**src/rtl/multi_walk_voice.sv**
```systemverilog
// Multi-channel "walk" voice: per-channel slewed gate, square LFO, pulse VCO,
// leaky high-pass and diode shaper, time-multiplexed through one datapath and mixed.
module multi_walk_voice #(
    parameter int CHANNELS         = 2,
    parameter int WIDTH            = 16,
    parameter int GATE_LEVEL       = 6826,
    parameter int EN_ACTIVE_LOW    = 1,
    parameter int SLEW_STEP        = 20,
    parameter int LFO_HALF_SAMPLES = 240,
    parameter int VCO_BASE_INC     = 1024,
    parameter int VCO_DEPTH        = 512,
    parameter int HP_SHIFT         = 6,
    parameter int MIX_SHIFT        = 1
) (
    input  logic                    clk,
    input  logic                    I_RST,
    input  logic                    audio_clk_en,
    input  logic [CHANNELS-1:0]     walk_en,
    output logic signed [WIDTH-1:0] out,
    output logic                    sample_valid,
    output logic [CHANNELS-1:0]     active,
    output logic                    overrun
);

    localparam int CW = (CHANNELS > 1) ? $clog2(CHANNELS) : 1;
    localparam int SW = $clog2(CHANNELS + 1);
    localparam int AW = WIDTH + $clog2(CHANNELS) + 1;
    localparam int HW = WIDTH + 2;
    localparam int XW = (AW > HW) ? AW : HW;
    localparam int LW = (LFO_HALF_SAMPLES > 1) ? $clog2(LFO_HALF_SAMPLES) : 1;

    localparam logic signed [XW-1:0]    MAX_X     = XW'((2 ** (WIDTH - 1)) - 1);
    localparam logic signed [XW-1:0]    MIN_X     = ~MAX_X;
    localparam logic signed [WIDTH-1:0] MAX_W     = MAX_X[WIDTH-1:0];
    localparam logic signed [WIDTH-1:0] MIN_W     = ~MAX_W;
    localparam logic signed [XW-1:0]    GATE_X    = XW'(GATE_LEVEL);
    localparam logic signed [WIDTH-1:0] GATE_W    = GATE_X[WIDTH-1:0];
    localparam logic signed [XW-1:0]    SLEW_X    = XW'(SLEW_STEP);
    localparam logic [15:0]             BASE_INC  = 16'(VCO_BASE_INC);
    localparam logic [15:0]             DEPTH_INC = 16'(VCO_DEPTH);
    localparam logic [LW-1:0]           LFO_LAST  = LW'(LFO_HALF_SAMPLES - 1);

    typedef enum logic [1:0] {ST_IDLE, ST_ATTACK, ST_ACTIVE, ST_RELEASE} state_t;

    function automatic logic signed [WIDTH-1:0] sat(input logic signed [XW-1:0] v);
        if (v > MAX_X)      return MAX_W;
        else if (v < MIN_X) return MIN_W;
        else                return v[WIDTH-1:0];
    endfunction

    // Sequencer and output registers
    logic                    busy_q, busy_d;
    logic [SW-1:0]           step_q, step_d;
    logic signed [XW-1:0]    acc_q, acc_d;
    logic signed [WIDTH-1:0] out_q, out_d;
    logic                    valid_q, valid_d;
    logic                    overrun_q, overrun_d;

    // Per-channel state
    logic signed [WIDTH-1:0] g_q [CHANNELS];
    logic signed [WIDTH-1:0] g_d [CHANNELS];
    state_t                  st_q [CHANNELS];
    state_t                  st_d [CHANNELS];
    logic [LW-1:0]           lfo_q [CHANNELS];
    logic [LW-1:0]           lfo_d [CHANNELS];
    logic                    sq_q [CHANNELS];
    logic                    sq_d [CHANNELS];
    logic [15:0]             phase_q [CHANNELS];
    logic [15:0]             phase_d [CHANNELS];
    logic signed [WIDTH-1:0] e_prev_q [CHANNELS];
    logic signed [WIDTH-1:0] e_prev_d [CHANNELS];
    logic signed [WIDTH-1:0] h_prev_q [CHANNELS];
    logic signed [WIDTH-1:0] h_prev_d [CHANNELS];

    logic                    proc, last_ch, en_ch, up, down;
    logic [CW-1:0]           cur;
    logic signed [XW-1:0]    tgt_x, g_x, diff_x, mag_x, h_x, hs_x, s_x, mix_x, mix_sh;
    logic signed [WIDTH-1:0] g_new, e_new, h_new, s_new;
    state_t                  st_new;
    logic [LW-1:0]           lfo_new;
    logic                    sq_new;
    logic [15:0]             phase_new;

    always_comb begin
        busy_d    = busy_q;
        step_d    = step_q;
        overrun_d = overrun_q;
        if (!busy_q) begin
            if (audio_clk_en) begin
                busy_d = 1'b1;
                step_d = '0;
            end
        end else begin
            if (audio_clk_en) overrun_d = 1'b1;
            if (step_q == SW'(CHANNELS)) busy_d = 1'b0;
            else                         step_d = step_q + SW'(1);
        end
    end

    assign proc    = busy_q && (step_q < SW'(CHANNELS));
    assign last_ch = busy_q && (step_q == SW'(CHANNELS - 1));
    assign cur     = step_q[CW-1:0];

    // Shared per-channel datapath, operating on the channel selected by cur
    always_comb begin
        en_ch  = (EN_ACTIVE_LOW != 0) ? ~walk_en[cur] : walk_en[cur];
        tgt_x  = en_ch ? GATE_X : '0;
        g_x    = XW'(g_q[cur]);
        diff_x = tgt_x - g_x;
        down   = diff_x[XW-1];
        up     = !down && (diff_x != '0);
        mag_x  = down ? -diff_x : diff_x;
        if (mag_x > SLEW_X) mag_x = SLEW_X;
        g_new  = down ? WIDTH'(g_x - mag_x) : WIDTH'(g_x + mag_x);

        st_new = st_q[cur];
        case (st_q[cur])
            ST_IDLE:    if (up) st_new = ST_ATTACK;
            ST_ATTACK:  if (down) st_new = ST_RELEASE;
                        else if (g_new == GATE_W) st_new = ST_ACTIVE;
            ST_ACTIVE:  if (down) st_new = ST_RELEASE;
            ST_RELEASE: if (up) st_new = ST_ATTACK;
                        else if (g_new == '0) st_new = ST_IDLE;
        endcase

        lfo_new   = (lfo_q[cur] == LFO_LAST) ? '0 : lfo_q[cur] + LW'(1);
        sq_new    = (lfo_q[cur] == LFO_LAST) ? ~sq_q[cur] : sq_q[cur];
        phase_new = phase_q[cur] + BASE_INC + (sq_q[cur] ? DEPTH_INC : 16'd0);
        e_new     = phase_new[15] ? g_new : '0;

        h_x   = XW'(e_new) - XW'(e_prev_q[cur]) + XW'(h_prev_q[cur])
              - XW'(h_prev_q[cur] >>> HP_SHIFT);
        h_new = sat(h_x);
        hs_x  = XW'(h_new);
        // Diode: positive half gets 1.5x gain, negative half 0.75x.
        if (!h_new[WIDTH-1] && (h_new != '0)) s_x = hs_x + (hs_x >>> 1);
        else                                  s_x = (hs_x >>> 1) + (hs_x >>> 2);
        s_new = sat(s_x);

        mix_x  = ((step_q == '0) ? '0 : acc_q) + XW'(s_new);
        mix_sh = mix_x >>> MIX_SHIFT;
        acc_d  = proc ? mix_x : acc_q;
        out_d  = last_ch ? sat(mix_sh) : out_q;
        valid_d = last_ch;

        for (int i = 0; i < CHANNELS; i++) begin
            g_d[i]      = g_q[i];
            st_d[i]     = st_q[i];
            lfo_d[i]    = lfo_q[i];
            sq_d[i]     = sq_q[i];
            phase_d[i]  = phase_q[i];
            e_prev_d[i] = e_prev_q[i];
            h_prev_d[i] = h_prev_q[i];
        end
        if (proc) begin
            g_d[cur]      = g_new;
            st_d[cur]     = st_new;
            lfo_d[cur]    = lfo_new;
            sq_d[cur]     = sq_new;
            phase_d[cur]  = phase_new;
            e_prev_d[cur] = e_new;
            h_prev_d[cur] = h_new;
        end
    end

    always_ff @(posedge clk) begin
        if (I_RST) begin
            busy_q    <= 1'b0;
            step_q    <= '0;
            acc_q     <= '0;
            out_q     <= '0;
            valid_q   <= 1'b0;
            overrun_q <= 1'b0;
        end else begin
            busy_q    <= busy_d;
            step_q    <= step_d;
            acc_q     <= acc_d;
            out_q     <= out_d;
            valid_q   <= valid_d;
            overrun_q <= overrun_d;
        end
    end

    genvar gi;
    generate
        for (gi = 0; gi < CHANNELS; gi++) begin : g_chan
            always_ff @(posedge clk) begin
                if (I_RST) begin
                    g_q[gi]      <= '0;
                    st_q[gi]     <= ST_IDLE;
                    lfo_q[gi]    <= '0;
                    sq_q[gi]     <= 1'b0;
                    phase_q[gi]  <= '0;
                    e_prev_q[gi] <= '0;
                    h_prev_q[gi] <= '0;
                end else begin
                    g_q[gi]      <= g_d[gi];
                    st_q[gi]     <= st_d[gi];
                    lfo_q[gi]    <= lfo_d[gi];
                    sq_q[gi]     <= sq_d[gi];
                    phase_q[gi]  <= phase_d[gi];
                    e_prev_q[gi] <= e_prev_d[gi];
                    h_prev_q[gi] <= h_prev_d[gi];
                end
            end
            assign active[gi] = (st_q[gi] != ST_IDLE);
        end
    endgenerate

    assign out          = out_q;
    assign sample_valid = valid_q;
    assign overrun      = overrun_q;

endmodule
```
**config.mk**
```make
export PLATFORM = sky130hd
export DESIGN_NAME = multi_walk_voice
export DESIGN_NICKNAME = d
export VERILOG_FILES = /design/src/rtl/multi_walk_voice.sv
export SDC_FILE = /design/constraint.sdc
export NUM_CORES = 1
export LEC_CHECK = 0
export CAP_MARGIN = 5
export CELL_PAD_IN_SITES_DETAIL_PLACEMENT = 1
export CELL_PAD_IN_SITES_GLOBAL_PLACEMENT = 2
export CORE_ASPECT_RATIO = 1.75
export CORE_UTILIZATION = 35
export DETAILED_ROUTE_END_ITERATION = 8
export HOLD_SLACK_MARGIN = 0.12
export PLACE_DENSITY = 0.8
export SKIP_CTS_REPAIR_TIMING = 1
export SYNTH_ARGS = -nofsm -noshare
export SYNTH_HDL_FRONTEND = slang
export SYNTH_SLANG_ARGS = --single-unit
```
**constraint.sdc**
```tcl
create_clock -name clk -period 15.7 [get_ports clk]
set_input_delay 1.57 -clock clk [delete_from_list [all_inputs] [get_ports clk]]
set_output_delay 1.57 -clock clk [all_outputs]
set_load 0.01 [all_outputs]
```
==> impl_metrics.json, run 1 <==
{
  "status": "finished clean",
  "final_core_util_pct": 46.00,
  "cpMostUsedCell": "buf_4",
  "hold_class": "reg2reg",
  "io_pins": 25,
  "syn_area_per_cell_sq_um": 7.670,
  "num_vias": 14490,
  "synth_seq_cells": 172,
  "min_period_ns": 15.31,
  "ant_nets": 0,
  "cp_max_fo": 7,
  "grtUsageTotal_pct": 25.20,
  "drcViolationCount": 0,
  "cp.required_ns": 16.07,
  "dr.first_iter.drc_count": 462,
  "grt_pass1_vias": 15780,
  "rows": 96,
  "synth_ff_type": "dfxtp_1",
  "yosysMostFrequentCell": "nand2_1",
  "max_freq_mhz": 65.34,
  "via_per_inst": 5.571,
  "place_ws_ns": -0.9192,
  "ctsRootBufferMaster": "clkbuf_16",
  "fp.dieW_microns": 152.9,
  "antenna_found_initial": 0,
  "coreArea_sq_um": 39280,
  "n_antenna_cell": 0,
  "htree_num_levels": 4,
  "cts_tree": "done",
  "numClockSinks": 172,
  "syn_nets": 1946,
  "yosys_warnings": 0,
  "grt_pass1_wl_microns": 80690,
  "firstDrtPassIters": 4,
  "ys_seq_area_share_pct": 24.69,
  "fin_nets": 2226,
  "dieArea_sq_um": 40680,
  "synth_common_cells": "nand2_1, a21oi_1, nor2_1, dfxtp_1, inv_1",
  "max-cap-violations": 0,
  "worst_slack_ns": 0.3947,
  "chipHeight_microns": 266.1,
  "dp_hpwl_microns": 39280,
  "grt_max_degree": 100,
  "fin_cells": 2601,
  "final_area_sq_um": 18070,
  "synth.distinct_cells": 88,
  "placed_area_sq_um": 16760,
  "setup_violations": 0,
  "finalMaxSlewViolations": 0,
  "tightestPinTransition_ns": 0.9911,
  "layout-drive-gt1-share_pct": 24.49,
  "synth.largest_area_cell": "dfxtp_1",
  "initial_core_util_pct": 35.50,
  "clock_latency_ns": 0.46,
  "clock_skew_ns": 0.02103,
  "clk_path_buf_depth": 2,
  "arrival_ns": 15.68,
  "numPortBuffers": 24,
  "finalHoldViolations": 0,
  "place.gp.congestion": 0.9439,
  "synth_cells": 1818,
  "critPathKind": "in2reg",
  "wl_per_cell_microns": 19.74,
  "synth_top_cell_area_share_pct": 24.69,
  "clk_pin_slew_ns": 0.08,
  "cts_made_buffers": 17,
  "slew_headroom_pct": 33.92,
  "routed_wl_microns": 51340,
  "ys_top_cells_by_area": "dfxtp_1, ha_1, a21oi_1",
  "netlist_area_sq_um": 13940,
  "crit_path_max_incr_delay_ns": 0.55,
  "area.growth.synth_to_final_pct": 29.56,
  "worst_path_max_delay_cell": "fa_1",
  "place_inst": 2542,
  "synth_edf_count": 0,
  "async_reset_ff_share_pct": 0,
  "period_share_pct": 97.49,
  "start_kind": "primary input",
  "overflow": 0,
  "cp-end-kind": "flop"
}
==> registers in the layout (all words and copies together), names as in the netlist, named ones only <==
signal / cells
e_prev_q: 32
overrun: 1
out: 16
acc_q: 18
sq_q: 2
g_q: 32
step_q: 2
h_prev_q: 32
st_q: 4
busy_q: 1
lfo_q: 16
phase_q: 14
sample_valid: 1
==> final timing paths <==
path	end	cells past startpoint	slack [ns]	from
worst max-delay path	out[9]	63	0.39	walk_en[0]
worst min-delay path	acc_q[11]	2	0.45	acc_q[11]
worst max register to register	out[9]	62	1.09	flop
worst min register to register	acc_q[11]	2	0.45	acc_q[11]
==> cell families after synthesis <==
family	Yosys count	share of synthesized area, %
compound gates	529	24.59
xor+xnor	85	5.545
mux	73	5.572
fa+ha+maj	123	12.97
buf+inv	202	5.590
other cells	1	0.02689
flops	172	24.69
simple gates	633	21.01
==> through the flow <==
stage	TNS [ns]	hold slack [ns]
finish	0	0.4540
global route	-4.460	0.4693
CTS	-6.631	0.4564
detailed placement	-14.12	0.4445
global placement	-7.234	0.4376
floorplan	0	0.4318
==> routing by layer <==
metal / vias up / share of wire, % / GRT usage [%] / wire (microns)
met5: - / 0 / 0 / 0
met4: 0 / 7.3 / 18.76 / 3752
met3: 161 / 1.5 / 2.082 / 773
met2: 223 / 57 / 51.34 / 29240
met1: 7125 / 34 / 22.72 / 17580
li1: 6981 / - / - / -
==> cells in the final DEF, fill, tap and decap left out, types with 8 or more instances in the layout <==
cell,Yosys,layout
ha_1,87,82
o21ai_2,1,10
o21a_1,20,19
dfxtp_1,172,171
a221oi_2,1,11
nor3_1,25,22
nor2b_1,32,30
clkdlybuf4s50_1,0,23
xnor2_1,55,52
xor2_1,27,26
nand2b_1,12,12
or2_2,10,9
o21ai_0,62,48
a21o_1,31,31
and2_1,17,17
nand3_1,42,41
a21oi_1,209,189
a22oi_1,13,10
inv_1,113,112
o211ai_1,15,15
or3_1,11,10
a21oi_2,0,19
a31oi_1,15,13
buf_4,0,315
and3_1,12,11
o21bai_1,8,8
a211oi_1,53,50
o21ai_1,5,10
fa_1,36,35
clkbuf_16,0,18
buf_6,2,8
nand4_1,14,14
nor2_1,191,189
nand2_1,231,225
mux2_2,24,24
mux2i_1,47,45
==> critical path, delay by kind of cell <==
family / cells / cell delay [ns]
simple gates: 12 / 2.29
mux: 1 / 0.21
compound gates: 24 / 5.81
buf+inv: 14 / 2.33
xor+xnor: 3 / 0.56
fa+ha+maj: 9 / 2.88
==> area by class of cell <==
| class | instances | area [sq um] |
|---|---|---|
| Timing Repair Buffer | 349 | 2750 |
| Fill cell | 4744 | 21210 |
| Clock buffer | 18 | 439.2 |
| Multi-Input combinational cell | 1444 | 10250 |
| Tap cell | 490 | 613.1 |
| Sequential cell | 172 | 3447 |
| Inverter | 114 | 427.9 |
| Clock inverter | 14 | 138.9 |
Power of run 1 is left out: the tool's default activity adds up to more than one toggle a clock period on the data nets, which glitch-free logic cannot reach.
==> run 2: changes to the inputs <==
--- a/config.mk
+++ b/config.mk
@@ -9,5 +9,4 @@
 export CELL_PAD_IN_SITES_DETAIL_PLACEMENT = 1
 export CELL_PAD_IN_SITES_GLOBAL_PLACEMENT = 2
-export CORE_ASPECT_RATIO = 1.75
 export CORE_UTILIZATION = 35
 export DETAILED_ROUTE_END_ITERATION = 8
==> constraint.sdc (replaced) <==
create_clock -name clk -period 15.7 [get_ports clk]
set_input_delay 1.57 -clock clk [delete_from_list [all_inputs] [get_ports clk]]
set_output_delay 1.57 -clock clk [all_outputs]
set_load 0.05 [all_outputs]
==> impl_metrics.json, run 2 (synthesized netlist as in run 1, its figures left out) <==
{
  "gr-usage-met3_pct": 2.883,
  "fin_nets": 2156,
  "numClockSinks": 172,
  "hold_class": "reg2reg",
  "drcViolationCount": 0,
  "hold_start": "acc_q[14]",
  "grt_util_met2_pct": 40.83,
  "status": "finished clean",
  "crit_path_max_incr_delay_ns": 0.55,
  "worst_path_max_delay_cell": "fa_1",
  "hold_end": "acc_q[14]",
  "dr.first_iter.drc_count": 519,
  "cp_max_fo": 11,
  "period_share_pct": 95.77,
  "numPortBuffers": 24,
  "place_ws_ns": -0.8964,
  "worst_slack_ns": 0.6639,
  "slew_headroom_pct": 27.91,
  "overflow": 0,
  "setup_tns_ns": 0,
  "via_per_inst": 5.440,
  "r2r-end": "out[0]",
  "area.growth.synth_to_final_pct": 26.57,
  "grtUsageTotal_pct": 22.84,
  "clock_skew_ns": 0.01481,
  "dieArea_sq_um": 40640,
  "place_inst": 2509,
  "htree_num_levels": 4,
  "top_regs": "e_prev_q x32, g_q x32, h_prev_q x32",
  "io_pins": 25,
  "ant_nets": 0,
  "n_antenna_cell": 0,
  "regToRegSetupSlack_ns": 1.34,
  "layout-drive-gt1-share_pct": 22.15,
  "cts_tree": "done",
  "fin_cells": 2559,
  "coreArea_sq_um": 39010,
  "mostFrequentLayoutCell": "buf_4",
  "firstDrtPassIters": 5,
  "finalMaxSlewViolations": 0,
  "grt_pass1_wl_microns": 75400,
  "routed_wl_microns": 46470,
  "final_core_util_pct": 45.25,
  "final_cell_mix": "buf_4, nand2_1, a21oi_1",
  "clk_path_buf_depth": 2,
  "fp.dieW_microns": 201.6,
  "rr_worst_depth": 69,
  "gr-usage-met1_pct": 28.06,
  "cpMostUsedCell": "buf_4",
  "tightestPinTransition_ns": 1.076,
  "grt_pass1_vias": 14830,
  "ctsRootBufferMaster": "clkbuf_16",
  "hold_depth": 2,
  "place.gp.congestion": 0.9192,
  "cp-end-kind": "flop",
  "cts_made_buffers": 17,
  "n_fill_cell": 4741,
  "max-cap-violations": 0,
  "critPathKind": "in2reg",
  "num_vias": 13920,
  "arrival_ns": 15.40,
  "max_freq_mhz": 66.51,
  "clock_latency_ns": 0.46,
  "setup_violations": 0,
  "wl_per_cell_microns": 18.16,
  "rows": 72,
  "start_kind": "primary input",
  "busiest_layer": "met2",
  "antenna_found_initial": 0,
  "min_period_ns": 15.04,
  "grt_max_degree": 89,
  "chipHeight_microns": 201.6,
  "clk_pin_slew_ns": 0.07,
  "cp.required_ns": 16.07,
  "finalHoldViolations": 0,
  "dp_hpwl_microns": 34500,
  "initial_core_util_pct": 35.75
}
-- run 2: changes by cell type in the layout (fill, tap and decap cells not counted), sizes merged --
cell	change
buf	-70
clkinv	-3
clkbuf	-2
clkinvlp	+2
bufinv	+1
inv	+1
o31a	+1
-- run 2: layout make-up --
class                           instances  area, sq um  share of cell area [%]
Clock inverter                         15        168.9                  0.9570
Inverter                              114        427.9                   2.425
Sequential cell                       172         3447                   19.53
Multi-Input combinational cell       1445        10360                   58.72
Timing Repair Buffer                  278         2168                   12.29
Tap cell                              518        648.1                   3.672
Clock buffer                           17        425.4                   2.410
-- run 2: how the worst max path moves through the flow --
stage | end | slack [ns] | start | cells past startpoint
after floorplan | out[13] | 0.04 | flop | 79
after global placement | out[1] | -0.44 | walk_en[0] | 66
after global routing | out[0] | -0.14 | walk_en[0] | 70
after detailed placement | out[0] | -0.90 | walk_en[0] | 70
after CTS | out[0] | -0.47 | walk_en[0] | 70
final | out[0] | 0.66 | walk_en[0] | 71
-- run 2: critical path: cells and delay by family --
family / cells / cell delay (ns)
buffers and inverters: 10 / 1.76
AND/OR/NAND/NOR: 15 / 2.04
multiplexers: 1 / 0.24
adder cells (fa/ha/maj): 8 / 2.48
XOR/XNOR: 1 / 0.12
AO/OA/AOI/OAI: 36 / 7.20
-- run 2: stage by stage --
step / hold WS, ns / area (sq um)
5_1_grt: 0.4701 / 17650
3_3_place_gp: 0.4377 / 16330
2_1_floorplan: 0.4318 / 13980
6_report: 0.4515 / 17650
3_5_place_dp: 0.4422 / 16330
4_1_cts: 0.4526 / 16930
-- run 2: routing by layer --
metal	vias up	share of wire, %
met5	-	0
met2	138	50
met3	58	1.9
li1	6838	-
met1	6888	46
met4	0	2.3
Power of run 2 is left out for the same reason.
